File: config.mk
export PLATFORM = sky130hd
export DESIGN_NAME = card_dealer
export DESIGN_NICKNAME = d
export VERILOG_FILES = /design/src/rtl/card_dealer.sv
export SDC_FILE = /design/constraint.sdc
export NUM_CORES = 1
export LEC_CHECK = 0
export ABC_AREA = 1
export BUFFER_PORTS_ARGS = -buffer_cell sky130_fd_sc_hd__buf_2
export CORE_UTILIZATION = 40
export DETAILED_ROUTE_END_ITERATION = 16
export PLACE_DENSITY_LB_ADDON = 0.05
export SLEW_MARGIN = 0
export SYNTH_ARGS = -nofsm -noshare
export SYNTH_HDL_FRONTEND = slang
export SYNTH_SLANG_ARGS = --single-unit
File: constraint.sdc
create_clock -name i_clk -period 3.7 [get_ports i_clk]
set_clock_uncertainty 0.1 [all_clocks]
set_input_delay 0.555 -clock i_clk [delete_from_list [all_inputs] [get_ports i_clk]]
set_output_delay 0.555 -clock i_clk [all_outputs]
set_load 0.05 [all_outputs]
File: src/rtl/card_dealer.sv
// Single-deck card source: deals each of 52 cards at most once per shuffle.
// Define DEALER_LFSR_EN for a pseudo-random start probe; otherwise deal order is fixed.
module card_dealer #(
   parameter logic [5:0] SEED = 6'h2D
) (
   input  logic       i_clk,
   input  logic       i_rst,
   input  logic       i_shuffle,
   input  logic       i_draw,
   output logic       o_card_valid,
   output logic [1:0] o_card_suit,
   output logic [3:0] o_card_rank,
   output logic [3:0] o_card_value,
   output logic       o_flag,
   output logic       o_busy,
   output logic       o_empty,
   output logic [5:0] o_cards_left
);

   typedef enum logic {S_IDLE, S_SEEK} state_t;

   state_t      r_state;
   logic [51:0] r_used;
   logic [1:0]  r_psuit;
   logic [3:0]  r_prank;
   logic [5:0]  r_cards_left;
   logic        r_card_valid;
   logic [1:0]  r_card_suit;
   logic [3:0]  r_card_rank;
   logic [3:0]  r_card_value;
   logic        r_flag;
   logic        r_busy;

   logic [5:0]  w_idx;
   logic [3:0]  w_rank;
   logic [3:0]  w_value;
   logic [1:0]  w_load_suit;
   logic [3:0]  w_load_rank;

`ifdef DEALER_LFSR_EN
   // An all-zero seed would lock the LFSR, so it is replaced by 1.
   localparam logic [5:0] LFSR_INIT = (SEED == 6'h00) ? 6'h01 : SEED;
   logic [5:0] r_lfsr;

   always_ff @(posedge i_clk) begin
      if (i_rst) r_lfsr <= LFSR_INIT;
      else       r_lfsr <= {r_lfsr[4:0], r_lfsr[5] ^ r_lfsr[4]};
   end

   assign w_load_suit = r_lfsr[5:4];
   assign w_load_rank = (r_lfsr[3:0] >= 4'd13) ? (r_lfsr[3:0] - 4'd13) : r_lfsr[3:0];
`else
   logic w_unused_seed;
   assign w_unused_seed = ^SEED;
   assign w_load_suit   = 2'd0;
   assign w_load_rank   = 4'd0;
`endif

   assign w_idx   = 6'(r_psuit) * 6'd13 + 6'(r_prank);
   assign w_rank  = r_prank + 4'd1;
   assign w_value = (w_rank == 4'd1) ? 4'd11 : ((w_rank >= 4'd10) ? 4'd10 : w_rank);

   always_ff @(posedge i_clk) begin
      if (i_rst) begin
         r_state      <= S_IDLE;
         r_used       <= '0;
         r_psuit      <= 2'd0;
         r_prank      <= 4'd0;
         r_cards_left <= 6'd52;
         r_card_valid <= 1'b0;
         r_card_suit  <= 2'd0;
         r_card_rank  <= 4'd0;
         r_card_value <= 4'd0;
         r_flag       <= 1'b0;
         r_busy       <= 1'b0;
      end else begin
         r_card_valid <= 1'b0;
         if (i_shuffle) begin
            // Card outputs and flag deliberately keep the last dealt card.
            r_used       <= '0;
            r_cards_left <= 6'd52;
            r_state      <= S_IDLE;
            r_busy       <= 1'b0;
         end else begin
            case (r_state)
               S_IDLE: begin
                  if (i_draw && (r_cards_left != 6'd0)) begin
                     r_psuit <= w_load_suit;
                     r_prank <= w_load_rank;
                     r_state <= S_SEEK;
                     r_busy  <= 1'b1;
                  end
               end
               S_SEEK: begin
                  if (!r_used[w_idx]) begin
                     r_used[w_idx] <= 1'b1;
                     r_cards_left  <= r_cards_left - 6'd1;
                     r_card_suit   <= r_psuit;
                     r_card_rank   <= w_rank;
                     r_card_value  <= w_value;
                     r_flag        <= ~r_flag;
                     r_card_valid  <= 1'b1;
                     r_state       <= S_IDLE;
                     r_busy        <= 1'b0;
                  end else if (r_prank == 4'd12) begin
                     r_prank <= 4'd0;
                     r_psuit <= r_psuit + 2'd1;
                  end else begin
                     r_prank <= r_prank + 4'd1;
                  end
               end
               default: r_state <= S_IDLE;
            endcase
         end
      end
   end

   assign o_card_valid = r_card_valid;
   assign o_card_suit  = r_card_suit;
   assign o_card_rank  = r_card_rank;
   assign o_card_value = r_card_value;
   assign o_flag       = r_flag;
   assign o_busy       = r_busy;
   assign o_empty      = (r_cards_left == 6'd0);
   assign o_cards_left = r_cards_left;

endmodule

==> results.yml, run 1 <==
status:
  status: "completed"
global_route:
  grt_max_degree: 56
  grt.overflow.total: 0
  globalRouteTotalUtil_pct: 21.9
  antenna_found_initial: 0
  grt_pass1_wl_um: 16500
  grt_pass1_vias: 3303
route:
  postRouteWirelength_um: 9790
  antenna_left: 0
  drcViolationCount: 0
  vias_per_cell: 5.19
  initialDrtViolationCount: 246
  vias: 3481
  wl_per_cell_um: 14.6
  firstDrtPassIters: 7
setup_path:
  rr_worst_depth: 17
  critPathArrivalTime_ps: 3560
  critPathCaptureType: "register"
  start_kind: "register"
  crit_path_max_fanout: 8
  critPathKind: "register to register"
  critPathRequiredTime_ps: 3850
  rrSetupSlack_ps: 290
synthesis:
  avgSynthCellArea_um2: 7.04
  synthArstFlopShare_pct: 0
  synthCells: 528
  synthTopCellsByArea: "dfxtp_1, nand2_1, nor2_1"
  synthFlopType: "dfxtp_1"
  yosys.cell_count.top_type: "nand2_1"
  synth_edf_count: 0
  synth_common_cells: "nand2_1, nor2_1, dfxtp_1"
  seq_area_frac_synth_pct: 42.0
  yosys_register_bits: 78
  syn_nets: 547
  ys.warnings.count: 0
  synth_top_cell_area_share_pct: 42.0
  synth_top_cell_by_area: "dfxtp_1"
  yosysUniqueCellTypes: 27
  syn_area_um2: 3720
final_layout:
  multi_input_area_um2: 1850
  diodes: 0
  syn_to_final_growth_pct: 13.3
  ff_latch_area_um2: 1560
  layout-drive-gt1-share_pct: 11.7
  nFillCells: 926
  final_nets: 579
  finalNonFillerCells: 671
die:
  rows: 34
  start_util_pct: 42.0
  die-area_um2: 9680
  ios: 24
  die_x_um: 98.4
  core_area_um2: 8850
  chipHeight_um: 98.4
placed_design:
  portBuffers: 23
  hpwl_um: 6870
  gp_congestion: 0.885
  dp.cells: 656
cts:
  cts.sinks: 78
  clock_latency_ps: 350
  path_clk_slew_ps: 80
  htreeDepth: 3
  cts_tree: "built"
  cts_root_buf: "clkbuf_8"
  cts_made_buffers: 9
  cts_buffer_depth: 2
sta:
  setup_viol: 0
  fin_hold_ws_ps: 365
  fmax_mhz: 293
  maxSlewViolCount: 0
  hold_viol: 0
  tightest_slew_ps: 952
  max_slew_margin_pct: 36.4
  final.period_utilization_pct: 92.1
  rsz0062_at_grt: "yes"
  finalCriticalPeriod_ps: 3410
hold_path:
  hold_path_class: "register to register"
  worstHoldPathCells: 2
job:
  cap_violations: 0
power:
  worst_ir_drop_vdd_v: 0.000169
  power_uw: 1920
  pwr_density_cell_nw_per_um2: 455
  power.leakage_uw: 0.00185
## timing repair
action	4_1_cts	5_1_grt
resized for setup	0	3
setup buffers	0	1
setup endpoints to repair	0	27
hold buffers	0	0
## state kept, by name, indices dropped and copies added (netlist names)
signal / count
r_used: 52
o_cards_left: 6
o_card_rank: 4
o_card_value: 4
r_prank: 4
o_card_suit: 2
r_psuit: 2
o_busy: 1
o_card_valid: 1
o_flag: 1
r_state: 1
## cell usage in the layout (no fill, tap or decap), types with 9 or more instances in the layout
| cell | instances |
|---|---|
| buf_2 | 23 |
| dfxtp_1 | 78 |
| a21oi_1 | 14 |
| nand2_1 | 131 |
| o21ai_0 | 14 |
| nor2_1 | 81 |
| buf_4 | 12 |
| a31oi_1 | 27 |
| ha_1 | 13 |
| o22ai_1 | 19 |
| inv_1 | 62 |
| clkbuf_8 | 9 |
| nand3_1 | 36 |
## cell families (layout without fill, tap and decap cells)
logic type	Yosys count	in the layout	share of synthesized area, %
buffers and inverters	81	116	8.62
flip-flops	78	78	42.0
AO/OA/AOI/OAI	81	81	12.8
XOR/XNOR	4	4	1.14
AND/OR/NAND/NOR	269	269	30.0
adder cells (fa/ha/maj)	15	15	5.45
## critical path: stages (launching register included)
cell and delay (ps):
dfxtp_1 380, ha_1 260, ha_1 220, fa_1 490, inv_1 180, nand2_1 150, nor2_2 340, nand2_1 100
nand2_1 100, nor2_1 50, nand3b_1 70, nand3_1 70, nand2_1 130, inv_1 70, nand2_2 180, nand2_2 130
o21ai_0 230, nor2_1 60
## path summary, 6_finish.rpt
| check | startpoint | endpoint |
|---|---|---|
| max | r_prank[1]$_SDFFE_PP0P_ | r_prank[0]$_SDFFE_PP0P_ |
| min | r_used[43]$_SDFFE_PP0P_ | r_used[43]$_SDFFE_PP0P_ |
| max reg2reg | r_prank[1]$_SDFFE_PP0P_ | r_prank[0]$_SDFFE_PP0P_ |
| min reg2reg | r_used[43]$_SDFFE_PP0P_ | r_used[43]$_SDFFE_PP0P_ |
## cell type report
type	instances	share of cell area, %
clock buffer	9	2.94
clock inverter	5	1.25
inverter	65	5.79
multi-input combinational	369	43.9
sequential	78	37.1
tap	108	3.21
timing repair buffer	37	5.82
## through the flow
step           setup slack (ps)  instance area (µm²)  util, %  setup TNS (ps)
6_report                    292                 4210     47.6               0
5_1_grt                   -2.32                 4210     47.6           -2.32
4_1_cts                     228                 4190     47.4               0
3_5_place_dp                216                 4010     45.4               0
3_3_place_gp                228                 4010     45.4               0
2_1_floorplan               716                 3720        -               0
## report_power, final
group	internal, µW	total, µW	switching (µW)
clock	301	613	313
combinational	122	436	313
sequential	854	867	13.0
total	1280	1920	639
## layer usage
metal | wire length (µm) | vias up | GRT usage (%) | share of wire [%]
li1 | - | 1777 | - | -
met3 | 456 | 13 | 3.29 | 4.7
met2 | 4170 | 91 | 32.1 | 43
met4 | 158 | 0 | 7.69 | 1.6
met1 | 5010 | 1600 | 32.5 | 51
met5 | 0 | - | 0 | 0
No activity file was read; power rests on OpenSTA's default activity.
==> run 2: changes to the inputs <==
Settings changed: CELL_PAD_IN_SITES_DETAIL_PLACEMENT set to 0, CELL_PAD_IN_SITES_GLOBAL_PLACEMENT set to 1.
==> results.yml, run 2 (synthesized netlist as in run 1, its figures left out) <==
placed_design:
  gp_congestion: 0.901
  portBuffers: 23
  hpwl_um: 6770
hold_path:
  hp-start: "r_used[35]$_SDFFE_PP0P_"
  worstHoldPathCells: 2
  holdPathEnd: "r_used[35]$_SDFFE_PP0P_"
  hold_path_class: "register to register"
setup_path:
  cp_top_family: "adder cells"
  critPathRequiredTime_ps: 3810
  crit_slowest_cell: "fa_1"
  critPathArrivalTime_ps: 3540
  critPathKind: "register to register"
  critical_path.max_stage_delay_ps: 520
  path_cells: "ha_1 -> ha_1 -> fa_1 -> inv_1 -> nand2_1 -> nor2_2 -> buf_4 -> nand2_1 -> nand4_1 -> nand2_1 -> nand3_1 -> nor2_4 -> buf_4 -> buf_12 -> a31oi_1 -> nor2_1"
  rrSetupSlack_ps: 270
  critPathCaptureType: "register"
  critPathMostFrequentCell: "nand2_1"
  critPathLaunch: "r_prank[1]$_SDFFE_PP0P_"
  crit_path_max_fanout: 33
  crit_buf_inv: 4
  reg2reg_to: "r_used[40]$_SDFFE_PP0P_"
  start_kind: "register"
  r2r_start: "r_prank[1]$_SDFFE_PP0P_"
  rr_worst_depth: 16
route:
  wl_met3_um: 359
  initialDrtViolationCount: 175
  wl_met2_um: 3990
  drcViolationCount: 0
  wl_met1_um: 4930
  vias: 3447
  highest_layer: "met4"
  wl_per_cell_um: 13.9
  vias_per_cell: 5.07
  firstDrtPassIters: 4
  postRouteWirelength_um: 9420
  antenna_left: 0
final_layout:
  mostFrequentLayoutCell: "nand2_1"
  layout_common_cells: "nand2_1, nor2_1, dfxtp_1"
  syn_to_final_growth_pct: 16.0
  largest_reg_flops: 52
  largest-register: "r_used"
  diodes: 0
  final_core_util_pct: 48.7
  final_nets: 586
  layout-drive-gt1-share_pct: 13.1
power:
  combPwrFrac_pct: 21.8
  internal_power_uw: 1380
  p_sw_uw: 642
  worst_ir_drop_vdd_v: 0.000228
  power.leakage_uw: 0.00191
  seqPwrFrac_pct: 42.9
  clkPwrFrac_pct: 35.2
  pwr_density_cell_nw_per_um2: 470
  power.share.switching_pct: 31.7
global_route:
  grt_max_degree: 56
  globalRouteTotalUtil_pct: 21.0
  grt_pass1_vias: 3242
  grt.overflow.total: 0
  antenna_found_initial: 0
  grt_pass1_wl_um: 16100
cts:
  cts_tree: "built"
  path_clk_slew_ps: 80
  cts.sinks: 78
  cts_root_buf: "clkbuf_8"
  cts_made_buffers: 9
  htreeDepth: 3
  clock_latency_ps: 360
  cts_buffer_depth: 2
die:
  rows: 34
  die-area_um2: 9680
  core_area_um2: 8850
  die_x_um: 98.4
  ios: 24
  start_util_pct: 42.0
  chipHeight_um: 98.4
sta:
  tightest_slew_ps: 954
  rsz0062_at_grt: "no"
  finalCriticalPeriod_ps: 3430
  hold_viol: 0
  final.period_utilization_pct: 92.7
  max_slew_margin_pct: 36.4
  maxSlewViolCount: 0
  setup_viol: 0
  setup_tns_ps: 0
  fmax_mhz: 292
job:
  cap_violations: 0
status:
  status: "completed"
run 2: metal layers:
metal / vias to the layer above / track usage, %
li1: 1784 / -
met1: 1600 / 30.6
met2: 50 / 31.0
met3: 13 / 3.65
met4: 0 / 7.58
met5: - / 0
run 2: worst max path at each step:
stage / to / depth (start not counted)
6_report: r_used[40]$_SDFFE_PP0P_ / 16
5_1_grt: r_prank[0]$_SDFFE_PP0P_ / 17
4_1_cts: o_card_rank[0]$_SDFFE_PP0P_ / 16
3_5_place_dp: o_card_rank[0]$_SDFFE_PP0P_ / 16
3_3_place_gp: o_card_rank[1]$_SDFFE_PP0P_ / 16
2_1_floorplan: r_prank[0]$_SDFFE_PP0P_ / 18
run 2: power groups by stage:
stage	Sequential [µW]	Clock, µW	Combinational, µW
floorplan	916	0	268
finish	869	714	442
global placement	889	0	428
global route	872	770	492
detailed placement	889	0	427
CTS	869	723	428
run 2: worst min-delay path, stage by stage, from the launching register on:
cell     delay, ps
dfxtp_1        310
inv_1           60
a21oi_1         60
run 2: metrics by stage:
step | setup slack, ps | hold slack (ps) | instances | instance area [µm²] | power (µW)
after global placement | 95.3 | 347 | 660 | 4040 | 1320
after CTS | 62.3 | 363 | 676 | 4260 | 2020
after detailed placement | 73.7 | 351 | 660 | 4040 | 1320
after floorplan | 716 | 331 | 528 | 3720 | 1180
after global routing | 1.73 | 393 | 680 | 4310 | 2130
final | 272 | 366 | 680 | 4310 | 2030
run 2: timing repair:
item / in CTS / in global routing
gates resized for setup: 0 / 6
buffers inserted: 0 / 4
setup endpoints to repair: 0 / 72
hold buffers: 0 / 0
run 2: layout make-up:
class,count,area [µm²]
Timing Repair Buffer,44,298
Sequential cell,78,1560
Fill cell,935,4540
Multi-Input combinational cell,369,1860
Inverter,65,244
Clock buffer,12,145
Tap cell,108,135
Clock inverter,4,70.1
